**src/rtl/gpio_control_pkg.sv**
```systemverilog
// Shared constants for the gpio_control_ip register block.
// Register byte offsets (word aligned) and the data path width.
package gpio_control_pkg;

    localparam int DATA_W = 32;

    localparam logic [4:0] OFF_DATA = 5'h00;
    localparam logic [4:0] OFF_DIR  = 5'h04;
    localparam logic [4:0] OFF_READ = 5'h08;
    localparam logic [4:0] OFF_SET  = 5'h0C;
    localparam logic [4:0] OFF_CLR  = 5'h10;
    localparam logic [4:0] OFF_TGL  = 5'h14;

    // Word-aligned offset from a byte address; addr[1:0] is ignored.
    function automatic logic [4:0] word_off(input logic [2:0] idx);
        return {idx, 2'b00};
    endfunction

endpackage

```
**src/rtl/gpio_in_sync.sv**
```systemverilog
// Two-flop input synchronizer, compiled only when GPIO_INPUT_SYNC_EN is defined.
// Both stages clear on synchronous reset.
`ifdef GPIO_INPUT_SYNC_EN
module gpio_in_sync
    import gpio_control_pkg::*;
#(
    parameter int WIDTH = DATA_W
) (
    input  logic             clk,
    input  logic             rst,
    input  logic [WIDTH-1:0] din,
    output logic [WIDTH-1:0] dout
);

    logic [WIDTH-1:0] meta;

    always_ff @(posedge clk) begin
        if (rst) begin
            meta <= '0;
            dout <= '0;
        end else begin
            meta <= din;
            dout <= meta;
        end
    end

endmodule
`endif

```
**src/rtl/gpio_control_ip.sv**
```systemverilog
// Memory-mapped 32-bit GPIO controller: data, direction, pin readback, set/clr/toggle.
// Define GPIO_INPUT_SYNC_EN to pass gpio_in through a 2-flop synchronizer.
module gpio_control_ip
    import gpio_control_pkg::*;
#(
    parameter logic [DATA_W-1:0] RESET_DATA = 32'h0000_0000,
    parameter logic [DATA_W-1:0] RESET_DIR  = 32'h0000_0000
) (
    input  logic              clk,
    input  logic              rst,
    input  logic [31:0]       addr,
    input  logic [DATA_W-1:0] write_data,
    output logic [DATA_W-1:0] read_data,
    input  logic              write_enable,
    input  logic              read_enable,
    input  logic              chip_select,
    input  logic [DATA_W-1:0] gpio_in,
    output logic [DATA_W-1:0] gpio_out
);

    logic [DATA_W-1:0] data_q;
    logic [DATA_W-1:0] dir_q;
    logic [DATA_W-1:0] data_d;
    logic [DATA_W-1:0] dir_d;
    logic [DATA_W-1:0] pins;
    logic [DATA_W-1:0] read_val;
    logic [4:0]        off;
    logic              wr;
    logic              rd;
    logic              unused_addr;

    assign off         = word_off(addr[4:2]);
    assign wr          = chip_select & write_enable;
    assign rd          = chip_select & read_enable;
    assign unused_addr = ^{addr[31:5], addr[1:0]};

`ifdef GPIO_INPUT_SYNC_EN
    gpio_in_sync #(
        .WIDTH(DATA_W)
    ) u_in_sync (
        .clk  (clk),
        .rst  (rst),
        .din  (gpio_in),
        .dout (pins)
    );
`else
    assign pins = gpio_in;
`endif

    assign gpio_out = data_q & dir_q;

    always_comb begin
        read_val = '0;
        case (off)
            OFF_DATA: read_val = data_q;
            OFF_DIR:  read_val = dir_q;
            OFF_READ: read_val = (data_q & dir_q) | (pins & ~dir_q);
            default:  read_val = '0;
        endcase
    end

    // Read-only and unmapped offsets fall through and leave state untouched.
    always_comb begin
        data_d = data_q;
        dir_d  = dir_q;
        if (wr) begin
            case (off)
                OFF_DATA: data_d = write_data;
                OFF_DIR:  dir_d  = write_data;
                OFF_SET:  data_d = data_q | write_data;
                OFF_CLR:  data_d = data_q & ~write_data;
                OFF_TGL:  data_d = data_q ^ write_data;
                default:  data_d = data_q;
            endcase
        end
    end

    // read_val is taken from pre-edge state, so a same-cycle write reads old data.
    always_ff @(posedge clk) begin
        if (rst) begin
            data_q    <= RESET_DATA;
            dir_q     <= RESET_DIR;
            read_data <= '0;
        end else begin
            data_q <= data_d;
            dir_q  <= dir_d;
            if (rd) begin
                read_data <= read_val;
            end
        end
    end

endmodule

```
**config.mk**
```make
export PLATFORM = sky130hd
export DESIGN_NAME = gpio_control_ip
export DESIGN_NICKNAME = d
export VERILOG_FILES = /design/src/rtl/gpio_control_pkg.sv /design/src/rtl/gpio_in_sync.sv /design/src/rtl/gpio_control_ip.sv
export SDC_FILE = /design/constraint.sdc
export NUM_CORES = 1
export LEC_CHECK = 0
export BUFFER_PORTS_ARGS = -buffer_cell sky130_fd_sc_hd__buf_2
export CAP_MARGIN = 0
export CORE_MARGIN = 10
export CORE_UTILIZATION = 45
export DETAILED_ROUTE_END_ITERATION = 7
export GPL_TIMING_DRIVEN = 0
export MAX_ROUTING_LAYER = met4
export PLACE_DENSITY = 0.68
export SLEW_MARGIN = 20
export SYNTH_ARGS = -nofsm -noshare
export SYNTH_HDL_FRONTEND = slang
export SYNTH_SLANG_ARGS = --single-unit
```
**constraint.sdc**
```tcl
create_clock -name clk -period 1.94 [get_ports clk]
set_clock_uncertainty 0.1 [all_clocks]
set_input_delay 0.097 -clock clk [delete_from_list [all_inputs] [get_ports clk]]
set_output_delay 0.097 -clock clk [all_outputs]
set_load 0.05 [all_outputs]
```
* Word-level counts from Yosys, hierarchy flattened *
Index checks and enable logic that the tools add are counted.

operators by class
  add/sub/neg operators = 0
  $mul = 0
  divide/modulo/power cells = 0
  magnitude comparators = 0
  eq/ne operators = 5
  shift operators = 0
  mux-type cells = 2
  bitwise gates (word level) = 10
  reductions and logical operators = 4

operators by type and width
  kind                  count
  $pmux W32 S4          1
  $and A32 B32 Y32      3
  $pmux W32 S3          1
  $not A32 Y32          2
  $or A32 B32 Y32       2
  $xor A32 B32 Y32      1
  $eq A3 B2 Y1 const B  2
  $eq A3 B3 Y1 const B  2
  $logic_not A5 Y1      1
  $reduce_and A2 Y1     2
  $reduce_bool A4 Y1    1
  $eq A3 B1 Y1 const B  1
  $and A1 B1 Y1         2

storage, ports and cells
  register bits after elaboration = 96
  bits in latches = 0
  memory bits (writable) = 0
  ROM bits = 0
  bits of input ports = 101
  logic and storage cells = 24
  memories = 0

* Depth between registers and ports, before layout *
Gate-level depths: netlist of the first run.

  depth in word-level cells = 4
  depth in mapped cells = 8
  gate-level depth less buffers = 6

* Least setup slack after synthesis of the first run *
OpenSTA, ideal clock, no wires.

  path kind = input port to flip-flop
  start point = input port addr[3]
  end point = register data_q[10]
  setup time = 0.146 ns
  data arrival time = 1.136 ns
  data required time = 1.694 ns
  path slack = 0.558 ns
  stages = 8
  cells stage by stage = buf_4 > nand2b_1 > buf_2 > and2_1 > buf_4 > buf_6 > a21oi_2 > a211oi_2

on the way
  word-level cells in the longest chain between the ends = 3

RTL lines
  what                                  line                   text
  start, declared                       gpio_control_ip.sv:11  input logic [31:0] addr,
  $eq A3 B3 Y1 (tied with other cells)  gpio_control_ip.sv:67  case (off)
  $reduce_bool A4 Y1 (no line)          -
  $reduce_and A2 Y1 (no line)           -
  end signal, assigned                  gpio_control_ip.sv:85  data_q <= data_d;
  end, declared                         gpio_control_ip.sv:21  logic [DATA_W-1:0] data_q;

Parallel ways exist; a longest one is shown, timed or not.
A chain may end at the register's enable or synchronous reset.

* Worst setup path after layout of the first run *
  start point = input port write_data[29]
  end point = register data_q[29]

on the way
  word-level cells in the longest chain between the ends = 3

RTL lines
  what              line                   text
  start, declared   gpio_control_ip.sv:12  input logic [DATA_W-1:0] write_data,
  $not A32 Y32      gpio_control_ip.sv:71  OFF_CLR: data_d = data_q & ~write_data;
  $and A32 B32 Y32  gpio_control_ip.sv:71
  $pmux W32 S4 (*)  gpio_control_ip.sv:67

Mark *: on every way between the ends. The rest lies on a longest branch, timed or not.

==> results of run 1 <==
==> what timing repair did <==
item / CTS / global route
hold buffers: 32 / 0
setup buffers: 0 / 0
hold endpoints to repair: 37 / 0
gates resized for setup: 0 / 0
==> registers in the layout, summed over array words and instances (netlist names) <==
signal	cells
data_q	32
dir_q	32
read_data	32
==> path summary, 6_finish.rpt <==
kind	slack (ps)	endpoint	cells past startpoint	startpoint
min	30	read_data[9]$_SDFFE_PP0P_	4	rst
max reg2reg	390	data_q[21]$_SDFFE_PP0P_	6	data_q[21]$_SDFFE_PP0P_
max	390	data_q[29]$_SDFFE_PP0P_	8	write_data[29]
min reg2reg	350	read_data[10]$_SDFFE_PP0P_	2	read_data[10]$_SDFFE_PP0P_
==> metal layers <==
metal / part of all wire (%) / up-vias / global-route usage [%]
met5: 0 / - / -
li1: - / 3096 / -
met4: 2.5 / 0 / 8.24
met1: 46 / 2976 / 26.9
met2: 46 / 213 / 32.1
met3: 5.9 / 34 / 4.08
==> stage by stage <==
stage / instances / instance area, um2 / total power [uW] / hold WS [ps]
6_report: 1145 / 7860 / 4990 / 29.4
5_1_grt: 1145 / 7860 / 5190 / 72.1
4_1_cts: 1144 / 7860 / 5000 / 25.2
3_5_place_dp: 1097 / 7240 / 3100 / 274
3_3_place_gp: 1097 / 7240 / 3070 / 270
2_1_floorplan: 784 / 6350 / 2790 / 133
==> kinds of logic after synthesis <==
family,Yosys count,synth area share (%)
flops,96,30.3
mux,32,5.05
fa+ha+maj,64,12.6
simple gates,173,12.0
compound gates,289,30.7
xor+xnor,1,0.256
buf+inv,129,9.05
==> worst min-delay path, cell delays in order <==
cell	delay [ps]
buf_2	90
a21oi_1	110
nand2_1	90
o21ai_1	50
==> cells in the mapped netlist <==
cell	n	area, um2
o21ai_0	32	160
buf_6	7	78.8
nand4b_1	1	8.76
clkbuf_1	38	143
and2b_1	1	7.51
nand3_1	1	5.00
buf_2	12	60.1
xnor2_2	1	16.3
a211oi_2	30	375
a21oi_2	30	263
mux2i_1	32	320
buf_4	6	45.0
buf_1	1	3.75
inv_1	65	244
o21ai_1	32	160
nor2b_1	2	12.5
a211oi_1	2	15.0
a22oi_1	32	240
o22ai_1	64	400
dfxtp_1	96	1920
a21oi_1	67	335
and2_1	35	219
nand2b_1	2	12.5
and3_1	1	6.26
nand2_1	129	484
ha_1	64	801
nand3b_1	1	7.51
==> cell type report <==
class                      count  area share [%]
antenna                        1          0.0318
buffer                        64            4.20
clock buffer                  13            3.31
clock inverter                 2           0.494
inverter                      65            3.10
multi-input combinational    559            49.0
sequential                    96            24.5
tap                          180            2.87
timing repair buffer         165            12.5
==> power groups by stage <==
stage / clock network (uW) / registers [uW] / logic (uW)
final: 1870 / 2080 / 1040
after global routing: 1960 / 2090 / 1140
after CTS: 1880 / 2080 / 1030
after detailed placement: 0 / 2130 / 971
after global placement: 0 / 2130 / 948
after floorplan: 0 / 2140 / 658
==> impl_metrics.env, run 1 <==
export IMPL_vias=6319
export IMPL_cts_tree="done"
export IMPL_min_path_type="in2reg"
export IMPL_cts_sinks=96
export IMPL_grt_total_usage_pct=21.1
export IMPL_wire_per_inst_um=17.9
export IMPL_path_class="in2reg"
export IMPL_syn_inst=784
export IMPL_cp_required_ps=2060
export IMPL_ant_nets=0
export IMPL_cp_cell_sequence="dlygate4sd3_1, buf_2, inv_1, ha_1, mux2i_1, o22ai_1, a21oi_2, a211oi_2"
export IMPL_cp_slowest_cell="dlygate4sd3_1"
export IMPL_crit_buf_inv=3
export IMPL_place_ws_ps=196
export IMPL_multi_input_area_um2=3850
export IMPL_max_slew_margin_pct=43.2
export IMPL_power_switching_uw=1480
export IMPL_min_period_over_period_pct=79.6
export IMPL_dpl_hpwl_um=14400
export IMPL_final_nets=1125
export IMPL_synth_warnings=0
export IMPL_ys_seq_area_share_pct=30.3
export IMPL_cp_arrival_ps=1660
export IMPL_cpLargestDelayFamily="buffers and inverters"
export IMPL_setup_slack_ps=395
export IMPL_clk_path_buf_depth=2
export IMPL_regArea_um2=1920
export IMPL_setup_tns_final_ps=0
export IMPL_grt_pass1_vias=6136
export IMPL_start_util_pct=45.9
export IMPL_grt_max_degree=15
export IMPL_max_cap_violations=0
export IMPL_drt_iter0_drc=452
export IMPL_fin_util_pct=56.8
export IMPL_die_width_um=139
export IMPL_vdd_drop_max_uv=402
export IMPL_rsz0062_at_grt="no"
export IMPL_cts_buffers=9
export IMPL_root_buffer="clkbuf_16"
export IMPL_final_common_cell="buf_2"
export IMPL_worst_path_largest_cell_delay_ps=530
export IMPL_p_leak_uw=0.00339
export IMPL_end_kind="flip-flop"
export IMPL_io_pins=165
export IMPL_core_area_um2=13800
export IMPL_fillerInstances=1296
export IMPL_clkTransAtPathRegs_ps=70
export IMPL_internal_power_uw=3510
export IMPL_synth_nets=949
export IMPL_overflow=0
export IMPL_dr_pass1_iters=4
export IMPL_swShare_pct=29.6
export IMPL_outcome="finished clean"
export IMPL_setup_viol=0
export IMPL_grt_pass1_wl_um=32800
export IMPL_layout_min_cycle_time_ps=1550
export IMPL_tightest_slew_ps=852
export IMPL_synth_cell_area_um2=6350
export IMPL_hold_viol_final=0
export IMPL_cp_max_fo=3
export IMPL_synth_seq_cells=96
export IMPL_totalWireLength_um=20500
export IMPL_cts_htree_levels=3
export IMPL_globalplace_congestion=0.812
export IMPL_grt_antenna_before_repair=1
export IMPL_rows=43
export IMPL_max_freq_mhz=647
export IMPL_syn_to_final_growth_pct=23.8
export IMPL_drc=0
export IMPL_drv_slew=0
export IMPL_port_buffers=133
export IMPL_power_density_nw_per_um2=635
export IMPL_insertion_delay_ps=360
export IMPL_final_layout_size_suffix_gt1_share_pct=24.1
export IMPL_p_comb_share_pct=20.8
export IMPL_power_frac_clock_pct=37.4
export IMPL_syn_area_per_cell_um2=8.09
export IMPL_startpoint_type="input pin"
export IMPL_die_area_um2=19300
export IMPL_viasPerCell=5.52
export IMPL_ys_types=27
export IMPL_final_cell_mix="145 x buf_2, 129 x nand2_1, 96 x dfxtp_1"
export IMPL_die_y_um=139
export IMPL_seq_power_share_pct=41.8
(Power assumes the default switching activity.)
==> run 2: changes to the inputs <==
--- a/config.mk
+++ b/config.mk
@@ -12,7 +12,7 @@
 export DETAILED_ROUTE_END_ITERATION = 7
 export GPL_TIMING_DRIVEN = 0
 export MAX_ROUTING_LAYER = met4
-export PLACE_DENSITY = 0.68
+export PLACE_DENSITY = 0.7
 export SLEW_MARGIN = 20
 export SYNTH_ARGS = -nofsm -noshare
 export SYNTH_HDL_FRONTEND = slang
==> constraint.sdc (replaced) <==
create_clock -name clk -period 1.25 [get_ports clk]
set_clock_uncertainty 0.1 [all_clocks]
set_input_delay 0.0625 -clock clk [delete_from_list [all_inputs] [get_ports clk]]
set_output_delay 0.0625 -clock clk [all_outputs]
set_load 0.05 [all_outputs]
==> impl_metrics.env, run 2 (synthesized netlist as in run 1, its figures left out) <==
export IMPL_max_slew_margin_pct=50.2
export IMPL_clkTransAtPathRegs_ps=70
export IMPL_layout_min_cycle_time_ps=1410
export IMPL_syn_to_final_growth_pct=49.7
export IMPL_port_buffers=133
export IMPL_final_layout_size_suffix_gt1_share_pct=47.7
export IMPL_path_class="reg2reg"
export IMPL_setup_slack_ps=-159
export IMPL_core_area_um2=13800
export IMPL_grt_pass1_wl_um=36200
export IMPL_placedInstanceArea_um2=7320
export IMPL_violations="setup timing"
export IMPL_dpl_hpwl_um=14300
export IMPL_clk_path_buf_depth=2
export IMPL_regArea_um2=2010
export IMPL_cts_htree_levels=3
export IMPL_start_util_pct=45.9
export IMPL_globalplace_congestion=0.837
export IMPL_ant_nets=0
export IMPL_final_common_cell="nand2_1"
export IMPL_drt_iter0_drc=519
export IMPL_vias=6939
export IMPL_setup_viol=35
export IMPL_largest_registers="data_q: 32 flops, dir_q: 32 flops, read_data: 32 flops"
export IMPL_overflow=0
export IMPL_min_path_type="in2reg"
export IMPL_startpoint_type="flip-flop"
export IMPL_io_pins=165
export IMPL_max_freq_mhz=710
export IMPL_outcome="finished with violations"
export IMPL_power_density_nw_per_um2=887
export IMPL_p_leak_uw=0.00389
export IMPL_worst_path_largest_cell_delay_ps=360
export IMPL_cp_arrival_ps=1540
export IMPL_die_width_um=139
export IMPL_insertion_delay_ps=360
export IMPL_min_period_over_period_pct=113
export IMPL_vdd_drop_max_uv=564
export IMPL_cp_slowest_cell="dfxtp_2"
export IMPL_cp_max_fo=3
export IMPL_drv_slew=0
export IMPL_cp_cell_sequence="inv_2, ha_4, mux2i_1, o22ai_2, a21oi_2, a211oi_2"
export IMPL_final_nets=1193
export IMPL_crit_buf_inv=1
export IMPL_grt_pass1_vias=6774
export IMPL_final_cell_mix="129 x nand2_1, 111 x buf_2, 67 x a21oi_1"
export IMPL_grt_max_degree=16
export IMPL_cts_sinks=96
export IMPL_grt_total_usage_pct=23.5
export IMPL_viasPerCell=5.71
export IMPL_drc=0
export IMPL_wire_per_inst_um=19.8
export IMPL_max_cap_violations=0
export IMPL_die_area_um2=19300
export IMPL_dr_pass1_iters=5
export IMPL_totalWireLength_um=24100
export IMPL_die_y_um=139
export IMPL_end_kind="flip-flop"
export IMPL_rows=43
export IMPL_design_area_um2=9500
export IMPL_tightest_slew_ps=747
export IMPL_cp_required_ps=1380
export IMPL_root_buffer="clkbuf_16"
export IMPL_fillerInstances=1050
export IMPL_cts_tree="done"
export IMPL_rsz0062_at_grt="yes"
export IMPL_place_ws_ps=-454
export IMPL_cpLargestDelayFamily="compound AO/OA/AOI/OAI gates"
export IMPL_multi_input_area_um2=4500
export IMPL_hold_viol_final=0
export IMPL_cts_buffers=9
export IMPL_grt_antenna_before_repair=3
==> run 2: metal layers <==
layer | wire (um) | global-route usage, % | up-vias | share of wire (%)
met3 | 1650 | 4.01 | 53 | 6.9
met2 | 11600 | 37.6 | 327 | 48
met4 | 782 | 9.77 | 0 | 3.3
li1 | - | - | 3241 | -
met1 | 10000 | 28.6 | 3318 | 42
met5 | 0 | - | - | 0
==> run 2: layout make-up <==
| class | count | area share (%) |
|---|---|---|
| inverters | 65 | 2.73 |
| multi-input cells | 559 | 47.3 |
| diodes | 3 | 0.0790 |
| well taps | 180 | 2.37 |
| repair buffers | 233 | 18.8 |
| plain buffers | 64 | 4.14 |
| clock buffers | 12 | 2.81 |
| flip-flops and latches | 96 | 21.2 |
| clock inverters | 4 | 0.540 |
==> run 2: power by group <==
part | internal, uW | switching [uW]
registers | 3160 | 104
logic | 989 | 1190
clock network | 1720 | 1280
total | 5860 | 2570
==> run 2: what timing repair did <==
item,CTS,global route
hold buffers,31,1
buffers inserted,60,12
pin swaps,35,48
hold endpoints to repair,64,1
endpoints found under the setup margin,65,95
resized for setup,146,146
==> run 2: worst paths after layout <==
check                           slack, ps                  startpoint  depth (start not counted)                         end
worst max-delay path                 -160      data_q[5]$_SDFFE_PP0P_                          6      data_q[5]$_SDFFE_PP0P_
worst min-delay path                  0.4               write_data[9]                          3      data_q[9]$_SDFFE_PP0P_
worst max register to register       -160      data_q[5]$_SDFFE_PP0P_                          6      data_q[5]$_SDFFE_PP0P_
worst min register to register        340  read_data[10]$_SDFFE_PP0P_                          2  read_data[10]$_SDFFE_PP0P_
==> run 2: worst register-to-register path: stages (launching register included) <==
cell,delay (ps)
dfxtp_2,360
inv_2,60
ha_4,200
mux2i_1,200
o22ai_2,120
a21oi_2,170
a211oi_2,80
==> run 2: per-stage QoR <==
stage               total power [uW]  cells  hold WS (ps)  utilization (%)  TNS, ps
CTS                             8190   1204          -114             65.4    -1920
finish                          8430   1216         0.356             68.7    -2380
global placement                4810   1097           234             52.9   -24620
floorplan                       4370    784          98.5                -    -1120
global route                    8720   1216          27.6             68.7    -4520
detailed placement              4840   1097           234             52.9   -25420
